**src/rtl/voltmeter_pkg.sv**
```systemverilog
// Shared definitions for the voltmeter digital top.
// Holds the conversion-scheduler state encoding, the range-select width and
// limit, and the auto-range / watchdog constants shared with state_machine.
package voltmeter_pkg;

    localparam int unsigned RANGE_W     = 3;
    localparam int unsigned MAX_RANGE   = 4;        // range 0 is the most sensitive
    localparam int unsigned DOWN_THRESH = 16'd1000; // counts below this step the range down
    localparam int unsigned MAX_RETRY   = 3;        // auto-range retries per request
    localparam int unsigned TIMEOUT     = 20'hFFFFF; // CONVERT watchdog limit in cycles

    typedef enum logic [2:0] {
        StIdle,
        StWaitRef,
        StStart,
        StConvert,
        StEval,
        StPublish
    } sched_state_e;

endpackage

```
**src/rtl/period_timer.sv**
```systemverilog
// Continuous-mode period timer.
// Down-counter that pulses tick_o when it reaches zero and then reloads from
// period_i, so a period of P yields one tick every P+1 cycles (P=0 ticks every
// cycle). While en_i is low the counter is held at its reload value.
//
// Ports:
//   clk_i, rst_i   clock, asynchronous active-high reset
//   en_i           run enable (continuous mode)
//   period_i       reload value
//   tick_o         one-cycle tick at count zero
module period_timer #(
    parameter int unsigned PERIOD_W = 16
) (
    input  logic                clk_i,
    input  logic                rst_i,
    input  logic                en_i,
    input  logic [PERIOD_W-1:0] period_i,
    output logic                tick_o
);

    logic [PERIOD_W-1:0] cnt_q, cnt_d;
    logic [PERIOD_W-1:0] cur_cnt;
    // reload_q stands in for "counter holds period_i", so reset and disable
    // follow the live period input without an input-valued reset.
    logic                reload_q, reload_d;

    always_comb begin
        cur_cnt  = reload_q ? period_i : cnt_q;
        cnt_d    = cnt_q;
        reload_d = reload_q;
        tick_o   = 1'b0;
        if (!en_i) begin
            reload_d = 1'b1;
        end else if (cur_cnt == '0) begin
            tick_o   = 1'b1;
            reload_d = 1'b1;
        end else begin
            cnt_d    = cur_cnt - PERIOD_W'(1);
            reload_d = 1'b0;
        end
    end

    always_ff @(posedge clk_i or posedge rst_i) begin
        if (rst_i) begin
            cnt_q    <= '0;
            reload_q <= 1'b1;
        end else begin
            cnt_q    <= cnt_d;
            reload_q <= reload_d;
        end
    end

endmodule

```
**src/rtl/conv_scheduler.sv**
```systemverilog
// Conversion scheduler above the measurement state machine/counter pair.
// Merges SPI one-shot and periodic requests into start/done handshakes with the
// measurement engine, auto-ranges on saturation/under-range, publishes a
// range-tagged result and drives a level interrupt.
//
// Optional build macro CONV_TIMEOUT_EN: adds a CONVERT watchdog that raises
// err_o/interrupt_o after TIMEOUT cycles without meas_done_i. Without it,
// CONVERT waits indefinitely and err_o is tied low.
//
// Ports:
//   clk_i, rst_i                 clock, asynchronous active-high reset
//   oneshot_req_i                one-cycle request from SPI decoder
//   cfg_continuous_i/period_i    periodic request enable and period
//   cfg_autorange_i/cfg_range_i  auto-range enable, fixed range otherwise
//   ref_ok_i                     reference good; gates conversion start
//   meas_start_o/meas_range_o    start pulse and range to measurement engine
//   meas_done_i/count_i/sat_i    completion pulse and result from engine
//   result_o/range_o/ovf_o       published result, valid_o strobes on update
//   busy_o                       scheduler not idle
//   overrun_o, err_o             sticky tick-overrun and timeout flags
//   irq_clr_i, interrupt_o       interrupt clear and level interrupt
module conv_scheduler
    import voltmeter_pkg::*;
#(
    parameter int unsigned RESULT_W = 16,
    parameter int unsigned PERIOD_W = 16
) (
    input  logic                clk_i,
    input  logic                rst_i,
    input  logic                oneshot_req_i,
    input  logic                cfg_continuous_i,
    input  logic [PERIOD_W-1:0] cfg_period_i,
    input  logic                cfg_autorange_i,
    input  logic [RANGE_W-1:0]  cfg_range_i,
    input  logic                ref_ok_i,
    output logic                meas_start_o,
    output logic [RANGE_W-1:0]  meas_range_o,
    input  logic                meas_done_i,
    input  logic [RESULT_W-1:0] meas_count_i,
    input  logic                meas_sat_i,
    output logic [RESULT_W-1:0] result_o,
    output logic [RANGE_W-1:0]  result_range_o,
    output logic                result_ovf_o,
    output logic                result_valid_o,
    output logic                busy_o,
    output logic                overrun_o,
    output logic                err_o,
    input  logic                irq_clr_i,
    output logic                interrupt_o
);

    localparam int unsigned RETRY_W = $clog2(MAX_RETRY + 1);

    sched_state_e        state_q, state_d;
    logic                pend_os_q, pend_os_d;
    logic                pend_tk_q, pend_tk_d;
    logic [RANGE_W-1:0]  cur_range_q, cur_range_d;
    logic [RANGE_W-1:0]  conv_range_q, conv_range_d;
    logic                auto_q, auto_d;
    logic [RETRY_W-1:0]  retry_q, retry_d;
    logic [RESULT_W-1:0] count_q, count_d;
    logic                sat_q, sat_d;
    logic [RESULT_W-1:0] result_q, result_d;
    logic [RANGE_W-1:0]  result_range_q, result_range_d;
    logic                result_ovf_q, result_ovf_d;
    logic                interrupt_q, interrupt_d;
    logic                overrun_q, overrun_d;

    logic tick;
    logic timeout_evt;
    logic can_retry;
    logic step_up;
    logic step_dn;

`ifdef CONV_TIMEOUT_EN
    localparam int unsigned WDOG_W = $clog2(TIMEOUT + 1);
    logic [WDOG_W-1:0] wdog_q, wdog_d;
    logic              err_q, err_d;
`endif

    period_timer #(
        .PERIOD_W (PERIOD_W)
    ) u_period_timer (
        .clk_i    (clk_i),
        .rst_i    (rst_i),
        .en_i     (cfg_continuous_i),
        .period_i (cfg_period_i),
        .tick_o   (tick)
    );

    assign can_retry = retry_q < RETRY_W'(MAX_RETRY);
    assign step_up   = auto_q && sat_q && (conv_range_q < RANGE_W'(MAX_RANGE)) && can_retry;
    assign step_dn   = auto_q && !sat_q && (count_q < RESULT_W'(DOWN_THRESH)) &&
                       (conv_range_q != '0) && can_retry;

    always_comb begin
        state_d        = state_q;
        pend_os_d      = pend_os_q;
        pend_tk_d      = pend_tk_q;
        cur_range_d    = cur_range_q;
        conv_range_d   = conv_range_q;
        auto_d         = auto_q;
        retry_d        = retry_q;
        count_d        = count_q;
        sat_d          = sat_q;
        result_d       = result_q;
        result_range_d = result_range_q;
        result_ovf_d   = result_ovf_q;
        interrupt_d    = interrupt_q;
        overrun_d      = overrun_q;
        timeout_evt    = 1'b0;
        meas_start_o   = 1'b0;
        result_valid_o = 1'b0;
`ifdef CONV_TIMEOUT_EN
        wdog_d         = wdog_q;
        err_d          = err_q;
`endif

        // IDLE consumes live requests as well as latched ones, which is what
        // gives the two-cycle request-to-start latency; one conversion serves all.
        if (state_q == StIdle) begin
            pend_os_d = 1'b0;
            pend_tk_d = 1'b0;
        end else begin
            pend_os_d = pend_os_q | oneshot_req_i;
            pend_tk_d = pend_tk_q | tick;
        end

        unique case (state_q)
            StIdle: begin
                if (pend_os_q || pend_tk_q || oneshot_req_i || tick) begin
                    state_d = StWaitRef;
                end
            end
            StWaitRef: begin
                // Config is sampled here and held for the rest of the request.
                auto_d       = cfg_autorange_i;
                conv_range_d = cfg_autorange_i ? cur_range_q : cfg_range_i;
                if (ref_ok_i) begin
                    state_d = StStart;
                end
            end
            StStart: begin
                meas_start_o = 1'b1;
                state_d      = StConvert;
`ifdef CONV_TIMEOUT_EN
                wdog_d       = '0;
`endif
            end
            StConvert: begin
                if (meas_done_i) begin
                    count_d = meas_count_i;
                    sat_d   = meas_sat_i;
                    state_d = StEval;
                end
`ifdef CONV_TIMEOUT_EN
                else if (wdog_q == WDOG_W'(TIMEOUT - 1)) begin
                    timeout_evt = 1'b1;
                    err_d       = 1'b1;
                    retry_d     = '0;
                    state_d     = StIdle;
                end else begin
                    wdog_d = wdog_q + WDOG_W'(1);
                end
`endif
            end
            StEval: begin
                if (step_up) begin
                    conv_range_d = conv_range_q + RANGE_W'(1);
                    cur_range_d  = conv_range_q + RANGE_W'(1);
                    retry_d      = retry_q + RETRY_W'(1);
                    state_d      = StStart;
                end else if (step_dn) begin
                    conv_range_d = conv_range_q - RANGE_W'(1);
                    cur_range_d  = conv_range_q - RANGE_W'(1);
                    retry_d      = retry_q + RETRY_W'(1);
                    state_d      = StStart;
                end else begin
                    // Results are loaded here so they are valid alongside the strobe.
                    result_d       = count_q;
                    result_range_d = conv_range_q;
                    result_ovf_d   = sat_q;
                    state_d        = StPublish;
                end
            end
            StPublish: begin
                result_valid_o = 1'b1;
                retry_d        = '0;
                state_d        = StIdle;
            end
            default: state_d = StIdle;
        endcase

        // Clear first so a coincident set event wins.
        if (irq_clr_i) begin
            interrupt_d = 1'b0;
            overrun_d   = 1'b0;
`ifdef CONV_TIMEOUT_EN
            if (!timeout_evt) begin
                err_d = 1'b0;
            end
`endif
        end
        if (state_q == StPublish || timeout_evt) begin
            interrupt_d = 1'b1;
        end
        if (tick && pend_tk_q) begin
            overrun_d = 1'b1;
        end
    end

    always_ff @(posedge clk_i or posedge rst_i) begin
        if (rst_i) begin
            state_q        <= StIdle;
            pend_os_q      <= 1'b0;
            pend_tk_q      <= 1'b0;
            cur_range_q    <= '0;
            conv_range_q   <= '0;
            auto_q         <= 1'b0;
            retry_q        <= '0;
            count_q        <= '0;
            sat_q          <= 1'b0;
            result_q       <= '0;
            result_range_q <= '0;
            result_ovf_q   <= 1'b0;
            interrupt_q    <= 1'b0;
            overrun_q      <= 1'b0;
        end else begin
            state_q        <= state_d;
            pend_os_q      <= pend_os_d;
            pend_tk_q      <= pend_tk_d;
            cur_range_q    <= cur_range_d;
            conv_range_q   <= conv_range_d;
            auto_q         <= auto_d;
            retry_q        <= retry_d;
            count_q        <= count_d;
            sat_q          <= sat_d;
            result_q       <= result_d;
            result_range_q <= result_range_d;
            result_ovf_q   <= result_ovf_d;
            interrupt_q    <= interrupt_d;
            overrun_q      <= overrun_d;
        end
    end

`ifdef CONV_TIMEOUT_EN
    always_ff @(posedge clk_i or posedge rst_i) begin
        if (rst_i) begin
            wdog_q <= '0;
            err_q  <= 1'b0;
        end else begin
            wdog_q <= wdog_d;
            err_q  <= err_d;
        end
    end
    assign err_o = err_q;
`else
    assign err_o = 1'b0;
`endif

    assign meas_range_o   = conv_range_q;
    assign result_o       = result_q;
    assign result_range_o = result_range_q;
    assign result_ovf_o   = result_ovf_q;
    assign busy_o         = (state_q != StIdle);
    assign overrun_o      = overrun_q;
    assign interrupt_o    = interrupt_q;

endmodule
```
**config.mk**
```make
export PLATFORM = sky130hd
export DESIGN_NAME = conv_scheduler
export DESIGN_NICKNAME = d
export VERILOG_FILES = /design/src/rtl/voltmeter_pkg.sv /design/src/rtl/period_timer.sv /design/src/rtl/conv_scheduler.sv
export SDC_FILE = /design/constraint.sdc
export NUM_CORES = 1
export LEC_CHECK = 0
export ABC_AREA = 0
export CELL_PAD_IN_SITES_DETAIL_PLACEMENT = 1
export CELL_PAD_IN_SITES_GLOBAL_PLACEMENT = 2
export CORE_MARGIN = 5
export CORE_UTILIZATION = 33
export CTS_CLUSTER_SIZE = 14
export DETAILED_ROUTE_END_ITERATION = 10
export HOLD_SLACK_MARGIN = 0.08
export PLACE_DENSITY_LB_ADDON = 0.1
export SYNTH_ARGS = -nofsm -noshare
export SYNTH_HDL_FRONTEND = slang
export SYNTH_SLANG_ARGS = --single-unit
```
**constraint.sdc**
```tcl
create_clock -name clk_i -period 4.9 [get_ports clk_i]
set_input_delay 0.98 -clock clk_i [delete_from_list [all_inputs] [get_ports clk_i]]
set_output_delay 0.98 -clock clk_i [all_outputs]
set_load 0.005 [all_outputs]
```
# ---- After elaboration in Yosys (flattened, before gate mapping)
# Cells that the tools add are included.
dict set report word_totals {
  input_bits 44
  word_cells 89
  regBits 70
}
dict set report classes {
  n_mux 24
  bitwise 5
  add_sub_neg 4
  n_reduce_logical 28
  n_eq_ne 9
  magnitude_cmp 3
}
# cell n
set op_table {}
lappend op_table {{2-to-1 mux 3 bit} 8}
lappend op_table {{zero test 16 bit} 1}
lappend op_table {{< comparator 16 x 10 -> 1 bit, second input constant} 1}
lappend op_table {{2-to-1 mux 16 bit} 1}
lappend op_table {{subtractor 16 x 1 -> 16 bit, second input constant} 1}
lappend op_table {{case mux 3 bit (5 select lines)} 1}
lappend op_table {{2-to-1 mux 1 bit} 10}
lappend op_table {{AND reduction 2 bit} 5}
lappend op_table {{nonzero test 2 bit} 5}
lappend op_table {{logical AND 1 bit} 8}
lappend op_table {{== test 3 x 2 -> 1 bit, second input constant} 2}
lappend op_table {{== test 3 bit, second input constant} 2}
lappend op_table {{case mux 3 bit (2 select lines)} 1}
lappend op_table {{AND reduction 3 bit} 2}
lappend op_table {{nonzero test 3 bit} 2}
lappend op_table {{2-to-1 mux 2 bit} 2}
lappend op_table {{inequality test 2 bit, second input constant} 2}
lappend op_table {{case mux 2 bit (2 select lines)} 1}
lappend op_table {{adder 3 x 1 -> 3 bit, second input constant} 1}
lappend op_table {{== test 3 x 1 -> 1 bit, second input constant} 1}
lappend op_table {{zero test 3 bit} 1}
lappend op_table {{logical OR 1 bit} 3}
lappend op_table {{< comparator 3 bit, second input constant} 1}
lappend op_table {{inequality test 3 bit, second input constant} 1}
lappend op_table {{other kinds (7)} 10}

# ---- Longest topological paths before layout
# Gate-level depths: netlist of the first run.
dict set report depth {
  word_depth 8
  depth_mapped 14
  mapped_depth_nobuf 8
}

# ---- Modules after synthesis
# Synthesis of the first run repeated with hierarchy kept, for this count alone.
dict set report unflattened {
  cells_unflattened 332
  area_unflattened_um2 3832.4
}
# module area_each_um2 cells_each n_inst
set by_module_without_submodules {}
lappend by_module_without_submodules {conv_scheduler 2368.5 173 1}
lappend by_module_without_submodules {period_timer 1463.9 159 1}

# ---- Worst setup path before layout of the first run
# No wires, ideal clock.
dict set report synth_timing {
  path_type {register to register}
  from {reg u_period_timer.reload_q}
  to {reg u_period_timer.cnt_q[8]}
  t_required_ns 4.777
  n_path_buf 6
  stages_incl_launch_ff 15
  path_slack_ns 1.350
  period_less_slack_ns 3.550
  t_arrival_ns 3.427
  setup_time_ns 0.123
  cell_sequence {dfstp_2 buf_4 clkbuf_1 clkbuf_1 clkbuf_1 buf_1 mux2i_1 ha_1 nor4bb_1 a22oi_1 o41a_1 inv_2 buf_6 nor2_1 a2bb2oi_1}
}
dict set report synth_via {
  elab_chain_len 4
  word_cells_on_any_way 5
}
# element line_no
set synth_rtl {}
lappend synth_rtl {{start, declared} period_timer.sv:25} ;# logic reload_q, reload_d;
lappend synth_rtl {{start signal, assigned} period_timer.sv:49} ;# reload_q <= reload_d;
lappend synth_rtl {{2-to-1 mux 16 bit (*)} period_timer.sv:28} ;# cur_cnt = reload_q ? period_i : cnt_q;
lappend synth_rtl {{branches (longest 3 deep; another with subtractor 16 x 1 -> 16 bit)} -}
lappend synth_rtl {{end signal, assigned} period_timer.sv:48} ;# cnt_q <= cnt_d;
lappend synth_rtl {{end, declared} period_timer.sv:21} ;# logic [PERIOD_W-1:0] cnt_q, cnt_d;
# Every way passes the cells marked *.
# A chain may end at the register's enable or synchronous reset.

# ---- Final worst setup path of the first run
dict set report layout_timing {
  from {in cfg_period_i[6]}
  to {reg u_period_timer.cnt_q[2]}
}
dict set report layout_via {
  elab_chain_len 4
}
# element line_no
set layout_rtl {}
lappend layout_rtl {{start, declared} conv_scheduler.sv:32} ;# input logic [PERIOD_W-1:0] cfg_period_i,
lappend layout_rtl {{2-to-1 mux 16 bit} period_timer.sv:28}
lappend layout_rtl {{zero test 16 bit} period_timer.sv:34} ;# end else if (cur_cnt == '0) begin
lappend layout_rtl {{inverter 1 bit (no source line)} -}
lappend layout_rtl {{AND reduction 2 bit (no source line)} -}
# No other way between the ends.

==> impl_metrics.json, run 1 <==
{
  "synth.most_common_cell": "dfrtp_1",
  "clkTransAtPathRegs_ns": 0.06,
  "ys_top_cells_by_count": "69 x dfrtp_1, 36 x mux2_2, 27 x nand2_1",
  "crit_arrival_ns": 4.04,
  "antenna_cells": 0,
  "globalplace.congestion": 0.803,
  "synth_edf_count": 0,
  "hold_path.class": "register to register",
  "drtPass1Iterations": 4,
  "dieArea_um2": 13700,
  "worstSetupPathType": "primary input to register",
  "die_w_um": 117,
  "fin_crit_sh_pct": 77.6,
  "grt-ovfl-total": 0,
  "ys_ff_latch": 70,
  "synth.distinct_cells": 61,
  "coreArea_um2": 11300,
  "drtAntennaViolNets": 0,
  "rows": 39,
  "p_leak_uw": 0.00202,
  "vias": 3026,
  "holdCritStartpoint": "pend_os_q",
  "grt_pass1_wl_um": 16600,
  "drt-total-wl_um": 10100,
  "slew_violations": 0,
  "final_core_util_pct": 43.8,
  "yosysTopAreaCell": "dfrtp_1",
  "ys_warn_count": 0,
  "drive_gt1_share_pct": 14.0,
  "start_util_pct": 33.4,
  "critical_path.startpoint_type": "primary input",
  "setup_violations": 0,
  "whs_endpoint": "pend_os_q",
  "tns_ns": 0,
  "dp_hpwl_um": 7280,
  "synth_area_um2": 3790,
  "async_reset_ff_share_pct": 100,
  "skew_ns": 0.00770,
  "whs_path_depth": 2,
  "h-tree-depth": 3,
  "rsz0062_at_grt": "no",
  "fmax_mhz": 263,
  "critPathMaxFanout": 23,
  "hold_buffers": 0,
  "cp-end-kind": "register",
  "portBuffers": 71,
  "hold_violations": 0,
  "regToRegStartpoint": "u_period_timer.reload_q",
  "cts_made_buffers": 9,
  "crit_required_ns": 5.13,
  "synthFlopType": "dfrtp_1",
  "synth_top_cell_area_share_pct": 45.6,
  "slew_headroom_pct": 39.5,
  "cts_setup_buffers": 0,
  "globalRouteTotalUtil_pct": 15.7,
  "area_growth_syn_to_layout_pct": 31.0,
  "reg2reg_slack_ns": 1.45,
  "syn_area_per_cell_um2": 10.5,
  "grt_max_degree": 42,
  "cts_tree": "done",
  "clock_path_buffers": 2,
  "syn_inst": 360,
  "cts.sink_count": 70,
  "first_iter_violations": 128,
  "cts_resized": 0,
  "rr_endpoint": "u_period_timer.cnt_q[2]",
  "tightest_slew_ns": 0.905,
  "powerDensity_nw_per_um2": 506,
  "fin_crit_ns": 3.80,
  "status": "completed",
  "dieHeight_um": 117,
  "clockRootBuffer": "clkbuf_16",
  "reg2reg_depth": 6,
  "via_per_inst": 5.24,
  "first_global_vias": 3309,
  "yosys-top-cells-area": "dfrtp_1 46%, mux2_2 11%, mux2i_1 3.7%, nand2_1 2.7%, nor2_1 2.3%",
  "ir_worst_vdd_mv": 0.261,
  "fillerInstances": 1261,
  "antenna_found_initial": 0,
  "synth-seq-area-share_pct": 46.3,
  "insertion_delay_ns": 0.33,
  "io_pins": 73,
  "max_cap_viol_count": 0,
  "syn_nets": 408,
  "nets": 478,
  "wire_per_inst_um": 17.4,
  "drc": 0
}
## layer usage
metal  global-route usage, %  vias to the layer above  share of wire, %
met4                    4.51                        0              0.84
met3                    4.11                        6               3.7
met2                    26.6                       44                50
li1                        -                     1475                 -
met5                       0                        -                 0
met1                    19.7                     1501                45
## registers in the layout, summed over array words and instances (netlist names), 2 cells and up
signal                cells
count_q                  16
result_o                 16
u_period_timer.cnt_q     16
cur_range_q               3
meas_range_o              3
result_range_o            3
state_q                   3
retry_q                   2
## final cells by class
class	count	area, um2	area share [%]
Tap cell	143	179	3.61
Inverter	11	41.3	0.832
Sequential cell	70	1750	35.3
Timing Repair Buffer	75	741	14.9
Clock buffer	11	233	4.69
Clock inverter	5	106	2.14
Multi-Input combinational cell	263	1910	38.4
## worst max-delay path by stage
| stage | from | endpoint | slack [ns] |
|---|---|---|---|
| after global routing | cfg_period_i[7] | u_period_timer.cnt_q[2] | 0.95 |
| after detailed placement | cfg_period_i[6] | u_period_timer.cnt_q[2] | 0.76 |
| after CTS | cfg_period_i[7] | u_period_timer.cnt_q[2] | 1.12 |
| after floorplan | u_period_timer.reload_q | u_period_timer.cnt_q[8] | 1.35 |
| after global placement | cfg_period_i[7] | u_period_timer.cnt_q[2] | 0.88 |
| final | cfg_period_i[6] | u_period_timer.cnt_q[2] | 1.10 |
## where the power goes
group / internal [uW] / leakage, uW / switching, uW / total (uW)
clock network: 499 / 0.000160 / 249 / 748
registers: 795 / 0.000857 / 188 / 983
logic: 473 / 0.00100 / 306 / 779
## cell families (layout without fill, tap and decap cells)
| family | Yosys count | after routing | synth area share (%) |
|---|---|---|---|
| fa+ha+maj | 4 | 4 | 1.52 |
| flops | 70 | 70 | 46.3 |
| buf+inv | 27 | 102 | 3.34 |
| mux | 57 | 57 | 16.5 |
| simple gates | 124 | 124 | 17.9 |
| compound gates | 72 | 72 | 13.2 |
| other cells | 1 | 1 | 0.0990 |
| xor+xnor | 5 | 5 | 1.16 |
## cell usage in the layout (no fill, tap or decap), types with 9 or more instances in the layout
| cell | n |
|---|---|
| clkbuf_16 | 9 |
| dfrtp_1 | 69 |
| nor3_1 | 12 |
| nand2_1 | 27 |
| mux2_2 | 36 |
| inv_1 | 9 |
| o21ai_1 | 10 |
| a21oi_1 | 14 |
| nor2_1 | 23 |
| clkdlybuf4s50_1 | 71 |
| mux2i_1 | 14 |
## metrics by stage
step / area, um2 / power, uW / instances / setup WS, ns / hold WS (ns)
6_report: 4960 / 2510 / 578 / 1.10 / 0.482
4_1_cts: 4960 / 2550 / 578 / 1.12 / 0.490
3_3_place_gp: 4620 / 1760 / 562 / 0.882 / 0.463
5_1_grt: 4960 / 2690 / 578 / 0.945 / 0.510
3_5_place_dp: 4620 / 1790 / 562 / 0.761 / 0.476
2_1_floorplan: 3790 / 1400 / 360 / 1.35 / 0.447
## critical path, cell delays in order
cell and delay (ns):
clkdlybuf4s50_1 0.48, or4b_1 0.59, a221o_1 0.47, o41a_1 0.68, inv_2 0.44, o22ai_1 0.14, a221oi_2 0.25
Note: power is estimated with default switching activity, not from simulation.
==> inputs of run 2 (changes only) <==
--- a/config.mk
+++ b/config.mk
@@ -9,7 +9,7 @@
 export CELL_PAD_IN_SITES_DETAIL_PLACEMENT = 1
 export CELL_PAD_IN_SITES_GLOBAL_PLACEMENT = 2
 export CORE_MARGIN = 5
-export CORE_UTILIZATION = 33
+export CORE_UTILIZATION = 30
 export CTS_CLUSTER_SIZE = 14
 export DETAILED_ROUTE_END_ITERATION = 10
 export HOLD_SLACK_MARGIN = 0.08
==> constraint.sdc (replaced) <==
create_clock -name clk_i -period 3.3 [get_ports clk_i]
set_input_delay 0.66 -clock clk_i [delete_from_list [all_inputs] [get_ports clk_i]]
set_output_delay 0.66 -clock clk_i [all_outputs]
set_load 0.005 [all_outputs]
==> run 2 against run 1 <==
Net effect:
- combinational power increased by 54%
- global-route usage decreased by 0.95 points
- clock-buffer cell count unchanged
- non-clock buffer count rose by 17
- first-iteration DRC count up 13%
- highest routed layer unchanged
- core utilization decreased by 2.8 points
- final area grew 3.6%
- largest power group unchanged
- total power increased by 47%
- die area rose by 9.1%
==> impl_metrics.json, run 2 (same netlist as run 1, synthesis figures left out) <==
{
  "status": "completed",
  "multi_input_area_um2": 1910,
  "first_global_vias": 3361,
  "cts_tree": "done",
  "setup_violations": 0,
  "fmax_mhz": 350,
  "cp_num_buf_inv": 2,
  "hold_buffers": 0,
  "area_growth_syn_to_layout_pct": 35.7,
  "cp_top_family": "compound AO/OA/AOI/OAI gates",
  "grt_max_degree": 71,
  "hold_path.class": "register to register",
  "cts_resized": 0,
  "die_w_um": 122,
  "wire_per_inst_um": 16.5,
  "via_per_inst": 5.00,
  "cp-end-kind": "register",
  "powerDensity_nw_per_um2": 717,
  "io_pins": 73,
  "dieHeight_um": 122,
  "timing.final.ws_setup_ns": 0.442,
  "clock_path_buffers": 2,
  "fillerInstances": 1412,
  "dp_hpwl_um": 7500,
  "p_leak_uw": 0.00210,
  "globalplace.congestion": 0.779,
  "clkTransAtPathRegs_ns": 0.06,
  "critical_path.startpoint_type": "primary input",
  "layout_commonest_cell": "clkdlybuf4s50_1",
  "cpPeakStageDelay_ns": 0.59,
  "max_cap_viol_count": 0,
  "first_iter_violations": 144,
  "cts.sink_count": 70,
  "rows": 41,
  "tns_ns": 0,
  "coreArea_um2": 12500,
  "globalRouteTotalUtil_pct": 14.7,
  "slew_violations": 0,
  "clockRootBuffer": "clkbuf_16",
  "drtPass1Iterations": 5,
  "hold_violations": 0,
  "vias": 3123,
  "worstSetupPathType": "primary input to register",
  "drtAntennaViolNets": 0,
  "crit_required_ns": 3.54,
  "insertion_delay_ns": 0.33,
  "dpl_worst_slack_ns": 0.0753,
  "fin_crit_sh_pct": 86.6,
  "tightest_slew_ns": 0.680,
  "slew_headroom_pct": 54.3,
  "fin_crit_ns": 2.86,
  "antenna_cells": 0,
  "crit_arrival_ns": 3.10,
  "grt-ovfl-total": 0,
  "drc": 0,
  "portBuffers": 71,
  "start_util_pct": 30.2,
  "rsz0062_at_grt": "no",
  "antenna_found_initial": 0,
  "skew_ns": 0.00412,
  "nets": 495,
  "critPathMaxFanout": 11,
  "dieArea_um2": 15000,
  "grt_pass1_wl_um": 17300,
  "cp_slowest_cell": "or4b_1",
  "drive_gt1_share_pct": 17.3,
  "drt-total-wl_um": 10300,
  "regArea_um2": 1750,
  "h-tree-depth": 3,
  "cts_setup_buffers": 0,
  "crit_chain": "clkdlybuf4s50_1 -> or4b_1 -> a221o_1 -> o41a_1 -> inv_2 -> o22ai_1 -> a221oi_2",
  "ir_worst_vdd_mv": 0.267,
  "mostFrequentLayoutCells": "71 x clkdlybuf4s50_1, 69 x dfrtp_1, 36 x mux2_2",
  "cts_made_buffers": 9
}
==> run 2: power breakdown <==
group	switching [uW]	internal, uW
clock network	372	663
registers	274	1180
logic	463	734
total	1110	2580
==> run 2: area by class of cell <==
| cell class | count | share of cell area [%] |
|---|---|---|
| multi-input cells | 263 | 37.1 |
| well taps | 172 | 4.19 |
| inverters | 11 | 0.804 |
| clock buffers | 11 | 4.53 |
| flip-flops and latches | 70 | 34.1 |
| repair buffers | 92 | 17.6 |
| clock inverters | 5 | 1.63 |
==> run 2: stage by stage <==
stage                     cell area (um2)  power, uW  cells  util (%)  hold slack [ns]
after CTS                            5140       3760    624      41.1            0.495
after global routing                 5140       3950    624      41.1            0.519
after floorplan                      3790       2080    360         -            0.447
after detailed placement             4820       2690    608      38.5            0.482
after global placement               4820       2660    608      38.5            0.465
final                                5140       3690    624      41.1            0.490
==> run 2: final timing paths <==
path                       slack [ns]  cells past startpoint                 endpoint                     from
hold / removal                   0.49                      1              result_o[5]              result_o[5]
hold reg to reg                  0.49                      1              result_o[5]              result_o[5]
max in group asynchronous        2.23                      3  u_period_timer.reload_q                    rst_i
setup reg to reg                 0.51                      8  u_period_timer.cnt_q[2]  u_period_timer.reload_q
min in group asynchronous        0.73                      3               count_q[4]                    rst_i
setup / recovery                 0.44                      7  u_period_timer.cnt_q[2]          cfg_period_i[8]
==> run 2: per-layer routing <==
layer / vias up / wire length, um / GRT usage (%)
met2: 43 / 5020 / 24.5
li1: 1511 / - / -
met3: 10 / 356 / 3.13
met5: - / 0 / 0
met4: 0 / 143 / 5.25
met1: 1559 / 4750 / 18.9
==> inputs of run 3 (changes only) <==
--- a/config.mk
+++ b/config.mk
@@ -10,9 +10,10 @@
 export CELL_PAD_IN_SITES_GLOBAL_PLACEMENT = 2
 export CORE_MARGIN = 5
 export CORE_UTILIZATION = 30
+export CTS_CLUSTER_DIAMETER = 60
 export CTS_CLUSTER_SIZE = 14
 export DETAILED_ROUTE_END_ITERATION = 10
-export HOLD_SLACK_MARGIN = 0.08
+export HOLD_SLACK_MARGIN = 0.15
 export PLACE_DENSITY_LB_ADDON = 0.1
 export SYNTH_ARGS = -nofsm -noshare
 export SYNTH_HDL_FRONTEND = slang
==> results of run 3 <==
No change in the layout: final DEF, timing and power equal those of run 2.
